[config.mk]
export PLATFORM = sky130hd
export DESIGN_NAME = seg_scan_driver_flat
export DESIGN_NICKNAME = d
export VERILOG_FILES = /design/src/rtl/seg_pkg.sv /design/src/rtl/seg_scan_driver_if.sv /design/src/rtl/seg_glyph_decode.sv /design/src/rtl/seg_scan_driver.sv /design/src/flat_wrapper.sv
export SDC_FILE = /design/constraint.sdc
export NUM_CORES = 1
export LEC_CHECK = 0
export ABC_AREA = 1
export ABC_CLOCK_PERIOD_IN_PS = 4200
export BUFFER_PORTS_ARGS = -buffer_cell sky130_fd_sc_hd__buf_2
export CAP_MARGIN = 40
export CELL_PAD_IN_SITES_DETAIL_PLACEMENT = 0
export CELL_PAD_IN_SITES_GLOBAL_PLACEMENT = 1
export CORE_MARGIN = 2
export CORE_UTILIZATION = 49
export CTS_BUF_LIST = sky130_fd_sc_hd__clkbuf_4 sky130_fd_sc_hd__clkbuf_8
export DETAILED_ROUTE_END_ITERATION = 12
export GPL_TIMING_DRIVEN = 0
export PLACE_DENSITY_LB_ADDON = 0.1
export SYNTH_ARGS = -nofsm -noshare
export SYNTH_HDL_FRONTEND = slang
export SYNTH_SLANG_ARGS = --single-unit
export TNS_END_PERCENT = 100
[constraint.sdc]
create_clock -name clk -period 4.2 [get_ports clk]
set_clock_uncertainty 0.1 [all_clocks]
set_input_delay 0.42 -clock clk [delete_from_list [all_inputs] [get_ports clk]]
set_output_delay 0.42 -clock clk [all_outputs]
set_load 0.05 [all_outputs]
[src/rtl/seg_pkg.sv]
// Shared constants for the 7-segment scan driver: active-low glyph patterns
// (bit order GFEDCBA) and glyph-set selectors.
package seg_pkg;

    localparam int GLYPH_HEX  = 0;
    localparam int GLYPH_GAME = 1;

    localparam logic [6:0] SEG_0   = 7'b1000000;
    localparam logic [6:0] SEG_1   = 7'b1111001;
    localparam logic [6:0] SEG_2   = 7'b0100100;
    localparam logic [6:0] SEG_3   = 7'b0110000;
    localparam logic [6:0] SEG_4   = 7'b0011001;
    localparam logic [6:0] SEG_5   = 7'b0010010;
    localparam logic [6:0] SEG_6   = 7'b0000010;
    localparam logic [6:0] SEG_7   = 7'b1111000;
    localparam logic [6:0] SEG_8   = 7'b0000000;
    localparam logic [6:0] SEG_9   = 7'b0010000;

    localparam logic [6:0] SEG_A   = 7'b0001000;
    localparam logic [6:0] SEG_B   = 7'b0000011;
    localparam logic [6:0] SEG_C   = 7'b1000110;
    localparam logic [6:0] SEG_D   = 7'b0100001;
    localparam logic [6:0] SEG_E   = 7'b0000110;
    localparam logic [6:0] SEG_F   = 7'b0001110;

    localparam logic [6:0] SEG_T   = 7'b0000111;
    localparam logic [6:0] SEG_R   = 7'b0101111;
    localparam logic [6:0] SEG_Y   = 7'b0010001;
    localparam logic [6:0] SEG_L   = 7'b1000111;

    localparam logic [6:0] SEG_OFF = 7'h7F;

endpackage

[src/rtl/seg_scan_driver_if.sv]
// Host-side bundle of the scan driver: per-digit data, load strobe and the
// board-facing display pins.
interface seg_scan_driver_if #(
    parameter int N_DIGITS = 4
);

    logic [4*N_DIGITS-1:0] digits_in;
    logic [N_DIGITS-1:0]   blank_in;
    logic [N_DIGITS-1:0]   blink_in;
    logic [N_DIGITS-1:0]   dp_in;
    logic                  load;
    logic                  load_ack;
    logic [6:0]            seg;
    logic                  dp;
    logic [N_DIGITS-1:0]   an;
    logic                  frame_pulse;

    // load is a one-cycle strobe with no back-pressure: data is always taken
    // into the shadow copy; load_ack pulses when that copy reaches the display.
    modport master (
        output digits_in, blank_in, blink_in, dp_in, load,
        input  load_ack, seg, dp, an, frame_pulse
    );

    modport slave (
        input  digits_in, blank_in, blink_in, dp_in, load,
        output load_ack, seg, dp, an, frame_pulse
    );

endinterface

[src/rtl/seg_glyph_decode.sv]
// Combinational nibble-to-segment decoder; letters above 9 come from either
// the hex set or the game set (t r y L E blank).
module seg_glyph_decode
    import seg_pkg::*;
#(
    parameter int GLYPH_MODE = GLYPH_GAME
) (
    input  logic [3:0] nib,
    output logic [6:0] seg
);

    localparam bit HEX = (GLYPH_MODE == GLYPH_HEX);

    always_comb begin
        seg = SEG_OFF;
        case (nib)
            4'h0: seg = SEG_0;
            4'h1: seg = SEG_1;
            4'h2: seg = SEG_2;
            4'h3: seg = SEG_3;
            4'h4: seg = SEG_4;
            4'h5: seg = SEG_5;
            4'h6: seg = SEG_6;
            4'h7: seg = SEG_7;
            4'h8: seg = SEG_8;
            4'h9: seg = SEG_9;
            4'hA: seg = HEX ? SEG_A : SEG_T;
            4'hB: seg = HEX ? SEG_B : SEG_R;
            4'hC: seg = HEX ? SEG_C : SEG_Y;
            4'hD: seg = HEX ? SEG_D : SEG_L;
            4'hE: seg = SEG_E;
            4'hF: seg = HEX ? SEG_F : SEG_OFF;
            default: seg = SEG_OFF;
        endcase
    end

endmodule

[src/rtl/seg_scan_driver.sv]
// Time-multiplexed N-digit common-anode 7-segment driver with tear-free
// shadow/active digit state, blink, blanking and anti-ghost guard time.
module seg_scan_driver
    import seg_pkg::*;
#(
    parameter int N_DIGITS     = 4,
    parameter int SCAN_DIV     = 100000,
    parameter int GUARD        = 2,
    parameter int BLINK_FRAMES = 32,
    parameter int GLYPH_MODE   = GLYPH_GAME
) (
    input  logic                  clk,
    input  logic                  rst,
    seg_scan_driver_if.slave      bus
);

    localparam int PW = $clog2(SCAN_DIV);
    localparam int IW = (N_DIGITS > 1) ? $clog2(N_DIGITS) : 1;
    localparam int BW = (BLINK_FRAMES > 1) ? $clog2(BLINK_FRAMES) : 1;

    localparam logic [PW-1:0] PRESC_LAST = PW'(SCAN_DIV - 1);
    localparam logic [IW-1:0] IDX_LAST   = IW'(N_DIGITS - 1);
    localparam logic [BW-1:0] BLINK_LAST = BW'(BLINK_FRAMES - 1);

    logic [PW-1:0]         presc;
    logic [IW-1:0]         idx;
    logic [BW-1:0]         blink_cnt;
    logic                  blink_hidden;
    logic                  pending;

    logic [4*N_DIGITS-1:0] sh_digits, act_digits;
    logic [N_DIGITS-1:0]   sh_blank,  act_blank;
    logic [N_DIGITS-1:0]   sh_blink,  act_blink;
    logic [N_DIGITS-1:0]   sh_dp,     act_dp;

    logic [6:0]            seg_q;
    logic                  dp_q;
    logic [N_DIGITS-1:0]   an_q;
    logic                  load_ack_q;
    logic                  frame_pulse_q;

    logic                  slot_end;
    logic                  boundary;
    logic                  in_guard;
    logic                  dark;
    logic [3:0]            cur_nib;
    logic [6:0]            glyph_seg;
    logic [N_DIGITS-1:0]   an_sel;

    assign slot_end = (presc == PRESC_LAST);
    assign boundary = slot_end && (idx == IDX_LAST);
    assign in_guard = (int'(presc) < GUARD);
    assign cur_nib  = act_digits[4*int'(idx) +: 4];
    assign dark     = act_blank[idx] | (act_blink[idx] & blink_hidden);
    assign an_sel   = ~(N_DIGITS'(1) << idx);

    seg_glyph_decode #(
        .GLYPH_MODE (GLYPH_MODE)
    ) u_glyph (
        .nib (cur_nib),
        .seg (glyph_seg)
    );

    // Scan timing, blink phase and the shadow->active commit at frame wrap.
    always_ff @(posedge clk or posedge rst) begin
        if (rst) begin
            presc         <= '0;
            idx           <= '0;
            blink_cnt     <= '0;
            blink_hidden  <= 1'b0;
            pending       <= 1'b0;
            frame_pulse_q <= 1'b0;
            load_ack_q    <= 1'b0;
            sh_digits     <= '0;
            sh_blank      <= '1;
            sh_blink      <= '0;
            sh_dp         <= '0;
            act_digits    <= '0;
            act_blank     <= '1;
            act_blink     <= '0;
            act_dp        <= '0;
        end else begin
            presc         <= slot_end ? '0 : presc + 1'b1;
            frame_pulse_q <= boundary;
            load_ack_q    <= boundary && pending;

            if (slot_end) begin
                idx <= (idx == IDX_LAST) ? '0 : idx + 1'b1;
            end

            if (boundary) begin
                if (blink_cnt == BLINK_LAST) begin
                    blink_cnt    <= '0;
                    blink_hidden <= ~blink_hidden;
                end else begin
                    blink_cnt    <= blink_cnt + 1'b1;
                end
                if (pending) begin
                    act_digits <= sh_digits;
                    act_blank  <= sh_blank;
                    act_blink  <= sh_blink;
                    act_dp     <= sh_dp;
                end
            end

            // A load on a boundary commits the old shadow and keeps the new one pending.
            if (bus.load) begin
                pending   <= 1'b1;
                sh_digits <= bus.digits_in;
                sh_blank  <= bus.blank_in;
                sh_blink  <= bus.blink_in;
                sh_dp     <= bus.dp_in;
            end else if (boundary) begin
                pending   <= 1'b0;
            end
        end
    end

    always_ff @(posedge clk or posedge rst) begin
        if (rst) begin
            seg_q <= SEG_OFF;
            dp_q  <= 1'b1;
            an_q  <= '1;
        end else if (in_guard || dark) begin
            seg_q <= SEG_OFF;
            dp_q  <= 1'b1;
            an_q  <= '1;
        end else begin
            seg_q <= glyph_seg;
            dp_q  <= ~act_dp[idx];
            an_q  <= an_sel;
        end
    end

    assign bus.seg         = seg_q;
    assign bus.dp          = dp_q;
    assign bus.an          = an_q;
    assign bus.load_ack    = load_ack_q;
    assign bus.frame_pulse = frame_pulse_q;

endmodule

[src/flat_wrapper.sv]
// flat-port wrapper written by rule: the top's interface ports become plain ports
module seg_scan_driver_flat import seg_pkg::*;
#(
    parameter int N_DIGITS     = 4,
    parameter int SCAN_DIV     = 100000,
    parameter int GUARD        = 2,
    parameter int BLINK_FRAMES = 32,
    parameter int GLYPH_MODE   = GLYPH_GAME
)
  (clk, rst, bus_digits_in, bus_blank_in, bus_blink_in, bus_dp_in, bus_load, bus_load_ack, bus_seg, bus_dp, bus_an, bus_frame_pulse);
  seg_scan_driver_if #(.N_DIGITS(N_DIGITS)) bus_i ();
  input  logic clk;
  input  logic rst;
  input wire logic [$bits(bus_i.digits_in)-1:0] bus_digits_in;
  input wire logic [$bits(bus_i.blank_in)-1:0] bus_blank_in;
  input wire logic [$bits(bus_i.blink_in)-1:0] bus_blink_in;
  input wire logic [$bits(bus_i.dp_in)-1:0] bus_dp_in;
  input wire logic [$bits(bus_i.load)-1:0] bus_load;
  output wire logic [$bits(bus_i.load_ack)-1:0] bus_load_ack;
  output wire logic [$bits(bus_i.seg)-1:0] bus_seg;
  output wire logic [$bits(bus_i.dp)-1:0] bus_dp;
  output wire logic [$bits(bus_i.an)-1:0] bus_an;
  output wire logic [$bits(bus_i.frame_pulse)-1:0] bus_frame_pulse;
  assign bus_i.digits_in = bus_digits_in;
  assign bus_i.blank_in = bus_blank_in;
  assign bus_i.blink_in = bus_blink_in;
  assign bus_i.dp_in = bus_dp_in;
  assign bus_i.load = bus_load;
  assign bus_load_ack = bus_i.load_ack;
  assign bus_seg = bus_i.seg;
  assign bus_dp = bus_i.dp;
  assign bus_an = bus_i.an;
  assign bus_frame_pulse = bus_i.frame_pulse;
  seg_scan_driver #(.N_DIGITS(N_DIGITS), .SCAN_DIV(SCAN_DIV), .GUARD(GUARD), .BLINK_FRAMES(BLINK_FRAMES), .GLYPH_MODE(GLYPH_MODE)) u_core (.clk(clk), .rst(rst), .bus(bus_i));
endmodule
==> results of run 1 <==
-- critical path, cell delays in order, from the launching register on --
cell      delay, ns
dfrtp_1        0.40
buf_4          0.17
clkinv_1       0.20
buf_2          0.26
nand2_1        0.08
nand3_1        0.09
nand2_1        0.20
ha_1           0.28
nand3b_1       0.16
nand2_1        0.10
nand2_1        0.05
nand3_1        0.08
-- stage by stage --
stage	std cells	area (µm²)	power (µW)
final	784	5283	1673
after CTS	784	5283	1696
after global placement	766	5027	1045
after floorplan	593	4646	1018
after global routing	784	5283	1744
after detailed placement	767	5057	1051
-- power breakdown --
group,switching (µW),total (µW),internal (µW)
Sequential,15.1,966,951
Clock,352,640,289
Combinational,41.5,66.6,25.1
-- sequential cells by signal (all words and copies together) (netlist names) --
| register | count |
|---|---|
| u_core.presc | 17 |
| u_core.act_digits | 16 |
| u_core.sh_digits | 16 |
| u_core.bus.seg | 7 |
| u_core.blink_cnt | 5 |
| u_core.act_blank | 4 |
| u_core.act_blink | 4 |
| u_core.act_dp | 4 |
| u_core.bus.an | 4 |
| u_core.sh_blank | 4 |
| u_core.sh_blink | 4 |
| u_core.sh_dp | 4 |
| u_core.idx | 2 |
| u_core.blink_hidden | 1 |
| u_core.bus.dp | 1 |
| u_core.bus.frame_pulse | 1 |
| u_core.bus.load_ack | 1 |
| u_core.pending | 1 |
-- worst paths after layout --
check	slack (ns)	end
min reg2reg	0.37	u_core.presc[0]$_DFF_PP0_
max reg2reg	1.96	u_core.bus.seg[3]$_DFF_PP1_
max in group asynchronous	2.78	u_core.act_blank[3]$_DFFE_PP1P_
min in group asynchronous	0.53	u_core.blink_cnt[0]$_DFFE_PP0P_
max	1.96	u_core.bus.seg[3]$_DFF_PP1_
min	0.14	u_core.sh_blank[2]$_DFFE_PP1P_
-- per-layer routing --
layer	track usage [%]	vias up	part of all wire [%]
met4	8.524	0	1.4
met2	33.57	74	46
met1	30.04	1719	49
li1	-	1977	-
met3	3.313	8	3.7
met5	0	-	0
-- logic make-up (layout without fill, tap and decap cells) --
family | after synthesis | after routing | share of synthesized area [%]
buffers and inverters | 72 | 134 | 6.598
AND/OR/NAND/NOR | 388 | 388 | 34.72
adder cells (fa/ha/maj) | 12 | 12 | 3.232
flip-flops | 96 | 96 | 52.25
XOR/XNOR | 6 | 6 | 1.131
AO/OA/AOI/OAI | 19 | 19 | 2.074
-- synthesized netlist by cell type (all sizes together) --
cell type,count,area [µm²]
ha,12,150.1
nand4,32,200.2
nand2,249,939.7
nor3,2,10.01
inv,44,165.2
nand3,41,205.2
dfrtp,76,1902
buf,13,85.07
dfstp,20,525.5
nand3b,1,7.510
o22ai,1,6.260
xor2,6,52.55
nor2,60,230.2
nor3b,1,7.510
o21ai,14,70.07
a21oi,4,20.02
clkbuf,13,48.80
or2,2,12.51
clkinv,2,7.510
-- layout make-up --
type,count,area [µm²]
well taps,129,161.4
clock buffers,9,123.9
inverters,46,175.2
flip-flops and latches,96,2427
multi-input cells,425,1912
plain buffers,26,133.9
repair buffers,46,257.7
clock inverters,7,91.34
fillers,888,3958
-- repair_timing --
| action | 4_1_cts | 5_1_grt |
|---|---|---|
| resized for setup | 0 | 0 |
| hold buffers | 1 | 0 |
| endpoints found under the hold margin | 13 | 0 |
| setup endpoints to repair | 0 | 0 |
==> flow_summary.toml, run 1 <==
[run_status]
status = "finished clean"

[global_routing]
grt_max_degree = 58
antenna_found_initial = 0
grt_usage_pct = 21.41
overflow = 0
grt_pass1_vias = 3589
grt_pass1_wl_um = 17060

[logic_synthesis]
avgSynthCellArea_um2 = 7.834
synth.distinct_cells = 24
syn_nets = 636
synthCells = 593
syn_area_um2 = 4646
synth-seq-cells = 96
synth_seq_area_share_pct = 52.25
yosysWarningCount = 0

[hold_path]
worstHoldStart = "bus_blank_in[2]"
worstHoldPathCells = 3
hold_path_class = "in -> reg"

[setup_path]
critPathRequiredTime_ns = 4.41
start_kind = "register"
r2r-start = "u_core.idx[0]$_DFFE_PP0N_"
path_class = "reg -> reg"
critPathLaunch = "u_core.idx[0]$_DFFE_PP0N_"
cp_max_fo = 11
rr_worst_depth = 11
arrival_ns = 2.45
critPathCaptureType = "register"

[routing]
drc_errors = 0
antenna_left = 0
wl_per_cell_um = 12.71
wirelength_um = 9966
drt_iter0_markers = 164
vias = 3778
avgViaCountPerCell = 4.819
dr.pass1.iters = 4

[cells_and_area]
drive_above_1_share_pct = 15.27
layout_common_cells = "nand2_1, dfrtp_1, nor2_1, buf_2, inv_1"
final_common_cell = "nand2_1"
syn_to_final_growth_pct = 13.71
nets = 693
n_antenna_cell = 0
final_util_pct = 57.17

[timing]
hold_violations = 0
min_period_over_period_pct = 53.34
fin_crit_ns = 2.240
slew-limit-headroom_pct = 61.95
worstMarginPinSlew_ns = 0.5707
hold_slack_ns = 0.1371
rsz0062_at_grt = "false"
fin_setup_tns_ns = 0
drv_slew = 0
final-setup-viol-count = 0
fin_ws_ns = 1.960
max_freq_mhz = 446.4

[floorplanning]
die_h_um = 101.4
dieWidth_um = 101.4
num_rows = 35
io_pins = 45
initial_utilization_pct = 50.28
core_um2 = 9240
dieArea_um2 = 10280

[cts]
cts_buffers = 9
cts-htree-levels = 3
max-clock-path-buffers = 2
cts_tree = "done"
clock_latency_ns = 0.36
root_buffer = "clkbuf_8"
path_clk_slew_ns = 0.10
cts_setup_buffers = 0
cts.sinks = 96

[run]
drv_cap = 0

[power]
ir_drop_mv = 0.1690
cellLeakagePower_uw = 0.002804
cellPowerDensity_nw_per_um2 = 316.7

[placed_design]
pre_cts_slack_ns = 1.955
place.detailed.hpwl_um = 7491
port-buffer-count = 44
place.gp.congestion = 0.8434
(Power assumes the default switching activity.)
==> run 2, diff against run 1 <==
ABC_CLOCK_PERIOD_IN_PS = 1930   (was 4200)
CORE_UTILIZATION = 41   (was 49)
clock period = 1.93 ns   (was 4.2 ns; I/O delays follow)
==> run 2 against run 1 <==
Net effect:
- largest power group unchanged
- cell count rose by 6.5%
- highest routed layer unchanged
- clock power is 110% higher
- hold slack better by 0.035 ns
- critical path type unchanged
==> flow_summary.toml, run 2 (synthesized netlist as in run 1, its figures left out) <==
[hold_path]
hold_path_class = "in -> reg"

[placed_design]
place.detailed.hpwl_um = 7849
port-buffer-count = 44
placedCellCount = 780
place.gp.congestion = 0.8533

[cts]
path_clk_slew_ns = 0.09
root_buffer = "clkbuf_8"
cts-htree-levels = 3
cts_tree = "done"
cts.sinks = 96
clock_latency_ns = 0.36
cts_buffers = 9
max-clock-path-buffers = 2

[setup_path]
arrival_ns = 2.02
critPathRequiredTime_ns = 2.13
worstPathCellList = "ha_2 -> nand2_1 -> nor2_4 -> nand3_2 -> nor2_4 -> buf_4 -> buf_4 -> nand4_1 -> nand2_1"
slowest_delay_ns = 0.38
start_kind = "register"
slowest_stage = "dfrtp_1"
critPathCaptureType = "register"
path_class = "reg -> reg"
cp_max_fo = 10

[power]
ir_drop_mv = 0.4241
cellLeakagePower_uw = 0.003018
power.total_uw = 3622
cellPowerDensity_nw_per_um2 = 627.3

[timing]
hold_slack_ns = 0.1725
hold_violations = 0
min_period_over_period_pct = 94.14
final-setup-viol-count = 0
slew-limit-headroom_pct = 70.02
max_freq_mhz = 550.4
drv_slew = 0
fin_crit_ns = 1.817
worstMarginPinSlew_ns = 0.4496

[routing]
dr.pass1.iters = 4
vias = 3943
wl_per_cell_um = 12.83
wirelength_um = 10710
drc_errors = 0
drt_iter0_markers = 153
antenna_left = 0
avgViaCountPerCell = 4.722

[floorplanning]
io_pins = 45
dieWidth_um = 110.4
initial_utilization_pct = 42.48
dieArea_um2 = 12200
core_um2 = 10940
die_h_um = 110.4
num_rows = 38

[global_routing]
grt_pass1_wl_um = 18170
antenna_found_initial = 0
overflow = 0
grt_usage_pct = 18.36
grt_max_degree = 30
grt_pass1_vias = 3782

[cells_and_area]
reg_top3 = "u_core.presc (17), u_core.act_digits (16), u_core.sh_digits (16)"
largest_register_ffs = 17
layout_common_cells = "nand2_1, dfrtp_1, nor2_1, buf_2, inv_1"
instances_no_fill = 835
regMostFlops = "u_core.presc"
drive_above_1_share_pct = 18.27
syn_to_final_growth_pct = 24.29
final_common_cell = "nand2_1"
n_antenna_cell = 0
nets = 733
nFillCells = 1080

[run]
drv_cap = 0

[run_status]
status = "finished clean"
run 2: report_power, final:
group          internal [µW]  switching (µW)  leakage (µW)
registers               2070            34.8       0.00121
clock network            607             709     0.0000955
logic                   99.5             102       0.00172
total                   2780             846       0.00302
run 2: worst paths after layout:
check	startpoint	slack, ns	depth (start not counted)	endpoint
max	u_core.presc[1]$_DFF_PP0_	0.11	9	u_core.act_digits[7]$_DFFE_PP0P_
min	bus_load	0.17	4	u_core.sh_blank[3]$_DFFE_PP1P_
max reg2reg	u_core.presc[1]$_DFF_PP0_	0.11	9	u_core.act_digits[7]$_DFFE_PP0P_
min reg2reg	u_core.presc[0]$_DFF_PP0_	0.36	1	u_core.presc[0]$_DFF_PP0_
max in group asynchronous	rst	0.50	6	u_core.bus.an[3]$_DFF_PP1_
min in group asynchronous	rst	0.26	3	u_core.sh_dp[2]$_DFFE_PP0P_
run 2: layer usage:
| layer | global-route usage (%) | vias to the layer above | wire, µm |
|---|---|---|---|
| met3 | 3.568 | 8 | 345 |
| li1 | - | 2058 | - |
| met2 | 28.75 | 80 | 4842 |
| met4 | 4.500 | 0 | 102 |
| met1 | 26.35 | 1797 | 5420 |
| met5 | 0 | - | 0 |
run 2: timing repair:
action | in CTS | in global routing
hold buffers | 29 | 0
hold endpoints to repair | 43 | 0
resized for setup | 13 | 19
endpoints found under the setup margin | 22 | 28
pin swaps | 1 | 5
setup buffers | 2 | 8
run 2: through the flow:
stage	setup TNS [ns]	util [%]	area, µm²	worst slack [ns]
after floorplan	0	-	4649	0.06098
after global placement	-12.02	46.13	5045	-0.2704
after detailed placement	-2.050	46.75	5112	-0.3167
after CTS	0	51.61	5644	0.0001763
after global routing	-0.001972	52.80	5774	-0.001166
final	0	52.80	5774	0.1131
run 2: worst max-delay path: cells and delay by family (launching register included):
kind,cells,cell delay (ns)
DFF,1,0.38
and+or+nand+nor,6,0.71
buffers and inverters,2,0.37
adders and majority gates,1,0.19
run 2: final cells by class:
type	count	area [µm²]	share of cell area (%)
buffer	26	166.4	2.882
clock buffer	10	131.4	2.275
clock inverter	6	60.06	1.040
inverter	46	186.4	3.229
multi-input combinational	425	1974	34.19
sequential	96	2427	42.04
tap	140	175.2	3.034
timing repair buffer	86	653.1	11.31
